===== src/rtl/shl_flags_pipe_pkg.sv =====
// Shared execute-stage definitions: flag bit positions, operand size encodings, pipeline records.
// Pure declarations; no timing or flow-control behaviour of its own.
package shl_flags_pipe_pkg;

   localparam int DATA_W = 32;
   localparam int CNT_W  = 5;
   localparam int FLAG_W = 6;

   localparam int CF = 0;
   localparam int PF = 1;
   localparam int AF = 2;
   localparam int ZF = 3;
   localparam int SF = 4;
   localparam int OF = 5;

   typedef enum logic [1:0] {
      SZ8    = 2'b00,
      SZ16   = 2'b01,
      SZ32   = 2'b10,
      SZ_RSV = 2'b11
   } op_size_e;

   typedef struct packed {
      logic [DATA_W:0] shifted;
      op_size_e        size;
      logic            cnt_zero;
      logic            cnt_over;
   } s1_t;

   typedef struct packed {
      logic [DATA_W-1:0] data;
      logic [FLAG_W-1:0] flags;
      logic              flags_we;
   } s2_t;

   function automatic logic [DATA_W-1:0] size_mask(input op_size_e sz);
      case (sz)
         SZ8:     return 32'h0000_00FF;
         SZ16:    return 32'h0000_FFFF;
         SZ32:    return 32'hFFFF_FFFF;
         default: return 32'h0000_0000;
      endcase
   endfunction

endpackage


===== src/rtl/shl_flags_pipe_bit_shift_left_flgs.sv =====
// Log-shifter producing {1'b0,data}<<count as 33 bits so bit N holds the last bit shifted out.
// Purely combinational; no flow control.
module bit_shift_left_flgs
   import shl_flags_pipe_pkg::*;
(
   input  logic [DATA_W-1:0] in_data,
   input  logic [CNT_W-1:0]  in_count,
   output logic [DATA_W:0]   out_cf,
   output logic              count_zero
);

   logic [CNT_W:0][DATA_W:0] stg;

   assign stg[0] = {1'b0, in_data};

   for (genvar k = 0; k < CNT_W; k++) begin : g_stage
      localparam int SH = 1 << k;
      assign stg[k+1] = in_count[k] ? {stg[k][DATA_W-SH:0], {SH{1'b0}}} : stg[k];
   end

   assign out_cf     = stg[CNT_W];
   assign count_zero = (in_count == '0);

endmodule


===== src/rtl/shl_flags_pipe.sv =====
// 2-stage SHL/SAL unit with x86 flags; accept-to-out_valid latency 2 cycles, 1 op/cycle.
// Valid/ready backpressure stalls S2 then S1; flush kills both stages and any op offered that cycle.
module shl_flags_pipe
   import shl_flags_pipe_pkg::*;
#(
   parameter int WIDTH = 32,
   parameter int AMT_W = 5
) (
   input  logic              clk,
   input  logic              rst,
   input  logic              flush,
   input  logic              in_valid,
   output logic              in_ready,
   input  logic [WIDTH-1:0]  in_data,
   input  logic [AMT_W-1:0]  in_count,
   input  logic [1:0]        in_op_size,
   output logic              out_valid,
   input  logic              out_ready,
   output logic [WIDTH-1:0]  out_data,
   output logic [FLAG_W-1:0] out_flags,
   output logic              out_flags_we
);

   logic s1_valid_q, s1_valid_d;
   logic s2_valid_q, s2_valid_d;
   s1_t  s1_q, s1_d;
   s2_t  s2_q, s2_d;

   logic s1_adv, s2_adv;
   assign s2_adv   = !s2_valid_q || out_ready;
   assign s1_adv   = !s1_valid_q || s2_adv;
   assign in_ready = s1_adv;

   op_size_e          in_size_w;
   logic [WIDTH-1:0]  masked_w;
   logic [WIDTH:0]    shifted_w;
   logic              cnt_zero_w;
   logic              cnt_over_w;

   assign in_size_w = op_size_e'(in_op_size);
   assign masked_w  = in_data & size_mask(in_size_w);

   bit_shift_left_flgs u_shl (
      .in_data    (masked_w),
      .in_count   (in_count),
      .out_cf     (shifted_w),
      .count_zero (cnt_zero_w)
   );

   // Only narrow sizes can be over-shifted; a 5-bit count never exceeds 32.
   assign cnt_over_w = ((in_size_w == SZ8)  && (in_count > 5'd8)) ||
                       ((in_size_w == SZ16) && (in_count > 5'd16));

   always_comb begin
      s1_d = s1_q;
      if (s1_adv && in_valid) begin
         s1_d.shifted  = shifted_w;
         s1_d.size     = in_size_w;
         s1_d.cnt_zero = cnt_zero_w;
         s1_d.cnt_over = cnt_over_w;
      end
   end

   logic [WIDTH-1:0]  res_w;
   logic [FLAG_W-1:0] flags_w;
   logic              cf_w, sf_w;
   s2_t               s2_nxt;

   always_comb begin
      res_w = '0;
      cf_w  = 1'b0;
      sf_w  = 1'b0;
      case (s1_q.size)
         SZ8: begin
            res_w = {24'b0, s1_q.shifted[7:0]};
            cf_w  = s1_q.shifted[8];
            sf_w  = s1_q.shifted[7];
         end
         SZ16: begin
            res_w = {16'b0, s1_q.shifted[15:0]};
            cf_w  = s1_q.shifted[16];
            sf_w  = s1_q.shifted[15];
         end
         SZ32: begin
            res_w = s1_q.shifted[31:0];
            cf_w  = s1_q.shifted[32];
            sf_w  = s1_q.shifted[31];
         end
         default: begin
            res_w = '0;
         end
      endcase
      if (s1_q.cnt_over) cf_w = 1'b0;

      flags_w     = '0;
      flags_w[CF] = cf_w;
      flags_w[PF] = ~^res_w[7:0];
      flags_w[AF] = 1'b0;
      flags_w[ZF] = (res_w == '0);
      flags_w[SF] = sf_w;
      flags_w[OF] = sf_w ^ cf_w;

      s2_nxt.data     = res_w;
      s2_nxt.flags    = flags_w;
      s2_nxt.flags_we = 1'b1;
      if (s1_q.cnt_zero) begin
         s2_nxt.flags    = '0;
         s2_nxt.flags_we = 1'b0;
      end
      if (s1_q.size == SZ_RSV) begin
         s2_nxt.data     = '0;
         s2_nxt.flags    = '0;
         s2_nxt.flags_we = 1'b0;
      end
   end

   always_comb begin
      s2_d = s2_q;
      if (s2_adv && s1_valid_q) s2_d = s2_nxt;
   end

   // Flush wins over both accept and drain; data registers are don't-care once valid is low.
   always_comb begin
      s1_valid_d = s1_valid_q;
      s2_valid_d = s2_valid_q;
      if (flush) begin
         s1_valid_d = 1'b0;
         s2_valid_d = 1'b0;
      end else begin
         if (s2_adv) s2_valid_d = s1_valid_q;
         if (s1_adv) s1_valid_d = in_valid;
      end
   end

   always_ff @(posedge clk) begin
      if (rst) begin
         s1_valid_q <= 1'b0;
         s2_valid_q <= 1'b0;
         s1_q       <= '0;
         s2_q       <= '0;
      end else begin
         s1_valid_q <= s1_valid_d;
         s2_valid_q <= s2_valid_d;
         s1_q       <= s1_d;
         s2_q       <= s2_d;
      end
   end

   assign out_valid    = s2_valid_q;
   assign out_data     = s2_q.data;
   assign out_flags    = s2_q.flags;
   assign out_flags_we = s2_q.flags_we;

endmodule

===== config.mk =====
export PLATFORM = sky130hd
export DESIGN_NAME = shl_flags_pipe
export DESIGN_NICKNAME = d
export VERILOG_FILES = /design/src/rtl/shl_flags_pipe_pkg.sv /design/src/rtl/shl_flags_pipe_bit_shift_left_flgs.sv /design/src/rtl/shl_flags_pipe.sv
export SDC_FILE = /design/constraint.sdc
export NUM_CORES = 1
export LEC_CHECK = 0
export CORE_MARGIN = 1
export CORE_UTILIZATION = 25
export DETAILED_ROUTE_END_ITERATION = 16
export PLACE_DENSITY = 0.39
export SLEW_MARGIN = 20
export SYNTH_ARGS = -nofsm -noshare
export SYNTH_HDL_FRONTEND = slang
export SYNTH_SLANG_ARGS = --single-unit

===== constraint.sdc =====
create_clock -name clk -period 2.4 [get_ports clk]
set_input_delay 0.24 -clock clk [delete_from_list [all_inputs] [get_ports clk]]
set_output_delay 0.24 -clock clk [all_outputs]
set_load 0.02 [all_outputs]

==> metrics.txt, run 1 <==
status completed; dpl cell area 0.00669 mm2; Final Hold Fails 0; WL/cell 19.0 um; xor-xnor portion of the synthesized cell area 0.498%; fin crit share 95.8%; GRT met3 Usage 2.76%; post-synth top area share 29.2%; Iter 0 DRT Violations 236; endpoints failing setup 0; syn avg cell area 8.64 um2; grt met2 use 27.7%; Total GRT Usage 17.8%; Seq/Total Area, Yosys 29.2%; Rel. slew slack 40.8%; die height 147 um; dpl ws -0.329 ns; fraction of layout cells with a size suffix above 1 19.1%; CTS clk-pin slew, worst paths 0.06 ns; NumNets Final 773; core area 0.0204 mm2; WP depth 9; mux share of post-synthesis cell area 17.9%; CP Launch Type input port; post-synthesis compound-gate area fraction 23.5%; DIE AREA 0.0217 mm2; critical path, cell by cell clkdlybuf4s50_1, inv_1, ha_1, nand2b_1, buf_4, o221ai_1, a31oi_1, o221a_2, nor3_1; Root Buffer clkbuf_16; max frequency 0.435 GHz; max incr delay on CP 0.56 ns; cell taking the most area after synthesis dfxtp_1; Worst Tran Pin Value 0.884 ns; first-pass GRT wire length 29,700 um; Routed WL 18,900 um; Top delay family on crit path compound AO/OA/AOI/OAI gates; largest net degree at the start of global routing 39; Worst Hold Slack 0.447 ns; drt pass-1 iters 6; final instance area 0.00701 mm2; fin crit period 2.30 ns; Pwr Density 523 mW/mm2; vias post-DR 5,114; DIE WIDTH 147 um; final core occ 34.3%; startpoint of the worst register-to-register path s1_valid_q; adder-cell share of the synthesized area 1.90%; ant diodes 0; LEAKAGE 2.55 nW; Final Slew Violations 0; largest family of logic cells by synthesized area compound AO/OA/AOI/OAI gates; clock skew 0.00776 ns; vias in the first global route 4,973; r2r worst-path depth 5; CTS sink count 77; Most Crowded Layer GR met2; antenna-violating nets left 0; GRT met1 Usage 25.0%; Worst Path Required 2.59 ns; Post-synth top flop dfxtp_1; asr flop ratio synth 0%; Hold Path Sink out_data[16]; Rows 52; clock latency on the worst-skew pair 0.34 ns; FF+latch count, synth 77; Initial Util 25.8%; total power 3.66 mW; unrepaired setup endpoints after global routing yes; Via density 5.13; initial antenna violation count 0; CTS tree built; CP Buf/Inv Count 3; HP Class reg2reg; Synth Cell Area 0.00528 mm2; final setup margin 0.101 ns; Post-synth EDFFs 0; IO Count 85; max cap viols 0; Layout area overhead 32.8%; PortBufs 83; syn_nets 663; gr ovfl total 0; internal reg-to-reg setup slack 0.45 ns; Max Root-Sink Buffers 2; post-DP HPWL 14,900 um; Setup CP Type in2reg; total CTS buffers 9; post-synth cell types 75; Syn. warnings 0; simple-gate portion of the synthesized area 19.9%; WP data arrival 2.49 ns; Crit Path Max Fanout 7; Worst Setup End Kind flip-flop; R2R Path End s1_q[14]; DRC Markers 0; slowest CP cell clkdlybuf4s50_1; post-CTS setup buffer count 0; HP Start out_data[16]; Placer Congestion 0.851; synthesized netlist cell count 611; Max VDD drop 0.327 mV; synth top area cells dfxtp_1, mux4_2, mux2i_1; hold depth 2; H-tree level count 3
[cell usage in the layout (no fill, tap or decap), drive strengths merged, types with 7 or more instances in the layout]
master	instances
clkbuf	12
nand3	36
buf	76
inv	12
ha	8
a221oi	10
a21oi	46
nor2	51
clkdlybuf4s50	79
and2	7
mux2i	31
nor3	10
mux4	20
mux2	14
a22oi	20
o21ai	21
o22ai	8
dfxtp	77
nand2	76
a211oi	11
nand2b	8
[through the flow]
stage	cells	setup TNS [ns]
floorplan	611	0
global placement	980	-4.13
detailed placement	980	-5.07
CTS	996	0
global route	996	-0.0270
finish	996	0
[worst max-delay path by stage]
stage,start,end,slack [ns]
after floorplan,s1_q[2],out_flags[1],0.53
after global placement,in_op_size[0],s1_q[34],-0.28
after detailed placement,in_op_size[0],s1_q[20],-0.33
after CTS,in_op_size[0],s1_q[20],0.02
after global routing,in_op_size[0],s1_q[20],-0.03
final,in_op_size[0],s1_q[23],0.10
[registers in the layout, indices dropped and copies added, names as in the netlist]
name	cells
out_valid	1
out_flags	5
out_data	32
out_flags_we	1
s1_valid_q	1
s1_q	37
[power by group]
group	internal, mW	total, mW	switching, mW
sequential	1.32	1.36	0.0399
clock	0.910	1.43	0.522
combinational	0.403	0.874	0.472
total	2.63	3.66	1.03
[worst reg2reg max path, stage by stage, from the launching register on]
cell and delay (ns):
dfxtp_1 0.37, nand3b_1 0.15, and2_1 0.25, nor2_1 0.69
a32oi_1 0.19, o31ai_1 0.17
[routing by layer]
metal	up-vias	part of all wire [%]
li1	2511	-
met2	145	45
met4	0	2.3
met3	27	4.3
met1	2431	49
met5	-	0
[timing repair]
item                       4_1_cts  5_1_grt
resized for setup                0        2
setup endpoints to repair        0       12
hold buffers                     0        0
[area by class of cell]
class,count,area (um2)
Inverter,12,45.0
Fill cell,2130,13400
Multi-Input combinational cell,466,3370
Clock buffer,12,236
Sequential cell,77,1540
Timing Repair Buffer,155,1400
Clock inverter,4,72.6
Tap cell,270,338
[cell usage after synthesis, drive strengths merged (7+ instances only)]
master   n
a211oi  11
a21oi   46
a221oi  10
a22oi   20
and2     7
buf     28
clkbuf  28
dfxtp   77
ha       8
inv     12
mux2    14
mux2i   31
mux4    20
nand2   76
nand2b   8
nand3   36
nor2    51
nor3    10
o21ai   21
o22ai    8
[kinds of logic after synthesis]
family | count (synthesis)
AND/OR/NAND/NOR | 220
buffers and inverters | 68
multiplexers | 65
adder cells (fa/ha/maj) | 8
XOR/XNOR | 3
flip-flops | 77
AO/OA/AOI/OAI | 169
other | 1
No activity file was read; power rests on OpenSTA's default activity.
==> run 2: changes to the inputs <==
CORE_ASPECT_RATIO = 0.5   (was default)
==> run 2 against run 1 <==
Net effect: worst setup slack better by 0.074 ns; clock-buffer cell count is the same; via count grew 3.0%; total power is 2.2% higher; clock skew shrank 0.0027 ns; wire length increased by 4.0%; first-iteration DRC count increased by 35%; cell count grew 0.70%; core utilization is essentially flat; cell area rose by 0.71%.
==> metrics.txt, run 2 (synthesis results as in run 1) <==
Final Slew Violations 0 (unchanged); post-DP HPWL 15,500 um (+4.3%); largest net degree at the start of global routing 35 (-10%); dpl cell area 0.00671 mm2 (+0.32%); initial antenna violation count 0 (unchanged); Max Root-Sink Buffers 2 (unchanged); Top reg by flops s1_q; die height 105 um (-29%); final instance area 0.00706 mm2 (+0.71%); Iter 0 DRT Violations 318 (+35%); fin crit share 92.7% (-3.1 points); core area 0.0206 mm2 (+0.84%); Final Hold Fails 0 (unchanged); Rel. slew slack 38.6% (-2.2 points); max reg flops 37 (unchanged); PortBufs 83 (unchanged); critical path, cell by cell clkdlybuf4s50_1, inv_1, ha_1, buf_4, a21oi_1, o311ai_1, a21oi_1, nor3_1; drt pass-1 iters 5 (-1); gr ovfl total 0 (unchanged); WP data arrival 2.48 ns (about the same); Worst Setup End Kind flip-flop; DRC Markers 0 (unchanged); Via density 5.25 (+2.3%); Pwr Density 531 mW/mm2 (+1.5%); Setup CP Type in2reg; Rows 37 (-29%); HP Class in2reg; H-tree level count 3 (unchanged); vias in the first global route 5,005 (+0.64%); max incr delay on CP 0.55 ns (about the same); DIE WIDTH 207 um (+41%); Layout area overhead 33.8%; LEAKAGE 2.59 nW (+1.5%); status completed; fin crit period 2.23 ns (-0.0738 ns); commonest non-fill, non-tap cell in the layout clkdlybuf4s50_1; fraction of layout cells with a size suffix above 1 19.9% (+0.72 points); CP Launch Type input port; max cap viols 0 (unchanged); Crit Path Max Fanout 6 (-1); placed insts 987 (+0.71%); antenna-violating nets left 0 (unchanged); vias post-DR 5,269 (+3.0%); clock latency on the worst-skew pair 0.33 ns (about the same); endpoints failing setup 0 (unchanged); final core occ 34.3% (-0.042 points); IO Count 85 (unchanged); unrepaired setup endpoints after global routing no; CTS clk-pin slew, worst paths 0.06 ns (about the same); NumNets Final 777 (+0.52%); clock skew 0.00501 ns (-0.00275 ns); ant diodes 0 (unchanged); slowest CP cell o311ai_1; most used cell, CP a21oi_1; WL/cell 19.6 um (+3.3%); DIE AREA 0.0217 mm2 (+0.16%); # hold bufs at CTS 0 (unchanged); Final Non-Filler Cells 1,003 (+0.70%); CTS tree built; Initial Util 25.6% (-0.21 points); Max VDD drop 0.293 mV (-10%); CTS sink count 77 (unchanged); Worst Tran Pin Value 0.917 ns (+0.0325 ns); Root Buffer clkbuf_16; max frequency 0.449 GHz (+3.3%); final setup margin 0.175 ns (+0.0738 ns); Routed WL 19,700 um (+4.0%); first-pass GRT wire length 30,400 um (+2.5%); highest-count cells in the layout ignoring fill and taps clkdlybuf4s50_1, dfxtp_1, nand2_1, buf_4, nor2_1; Total GRT Usage 18.1% (+0.24 points); Worst Path Required 2.66 ns (+0.07 ns); Placer Congestion 0.918 (+7.9%); dpl ws -0.272 ns (+0.0570 ns); post-CTS setup buffer count 0 (unchanged); total CTS buffers 9 (unchanged)
## run 2: critical path: cells and delay by family
kind,cells,cell delay (ns)
buffers and inverters,3,0.85
adder cells (fa/ha/maj),1,0.41
AO/OA/AOI/OAI,3,0.80
AND/OR/NAND/NOR,1,0.18
## run 2: area by class of cell
class	instances	area [um2]
fillers	2183	13500
well taps	273	342
clock buffers	12	256
repair buffers	159	1420
flip-flops and latches	77	1540
clock inverters	4	70.1
inverters	12	45.0
multi-input cells	466	3380
## run 2: worst paths after layout
kind	from	to	slack [ns]	cells after the start
hold reg to reg	out_data[20]	out_data[20]	0.45	2
hold / removal	rst	s1_q[26]	0.35	2
setup / recovery	in_op_size[0]	s1_q[27]	0.17	8
setup reg to reg	s1_valid_q	s1_q[30]	0.40	5
## run 2: what timing repair did
item / CTS / global route
endpoints found under the hold margin: 0 / 0
resized for setup: 0 / 3
setup endpoints to repair: 0 / 7
## run 2: layer usage
| layer | GRT usage, % | vias up | share of wire, % |
|---|---|---|---|
| li1 | - | 2542 | - |
| met1 | 27.8 | 2573 | 54 |
| met2 | 25.6 | 136 | 41 |
| met3 | 2.95 | 18 | 4.2 |
| met4 | 4.37 | 0 | 1.5 |
| met5 | 0 | - | 0 |
## run 2: power breakdown
part	internal [mW]	switching [mW]
combinational	0.405	0.470
clock	0.965	0.540
sequential	1.32	0.0473
total	2.69	1.06
## run 2: per-stage QoR
stage	total power [mW]	hold WS (ns)	TNS [ns]
2_1_floorplan	1.89	0.313	0
3_3_place_gp	2.26	0.444	-2.51
3_5_place_dp	2.25	0.447	-3.58
4_1_cts	3.76	0.343	0
5_1_grt	3.90	0.367	0
6_report	3.74	0.353	0
==> run 3: changes to the inputs <==
ABC_CLOCK_PERIOD_IN_PS = 2400   (was default)
==> results of run 3 <==
No change in the layout: final DEF, timing and power equal those of run 2.
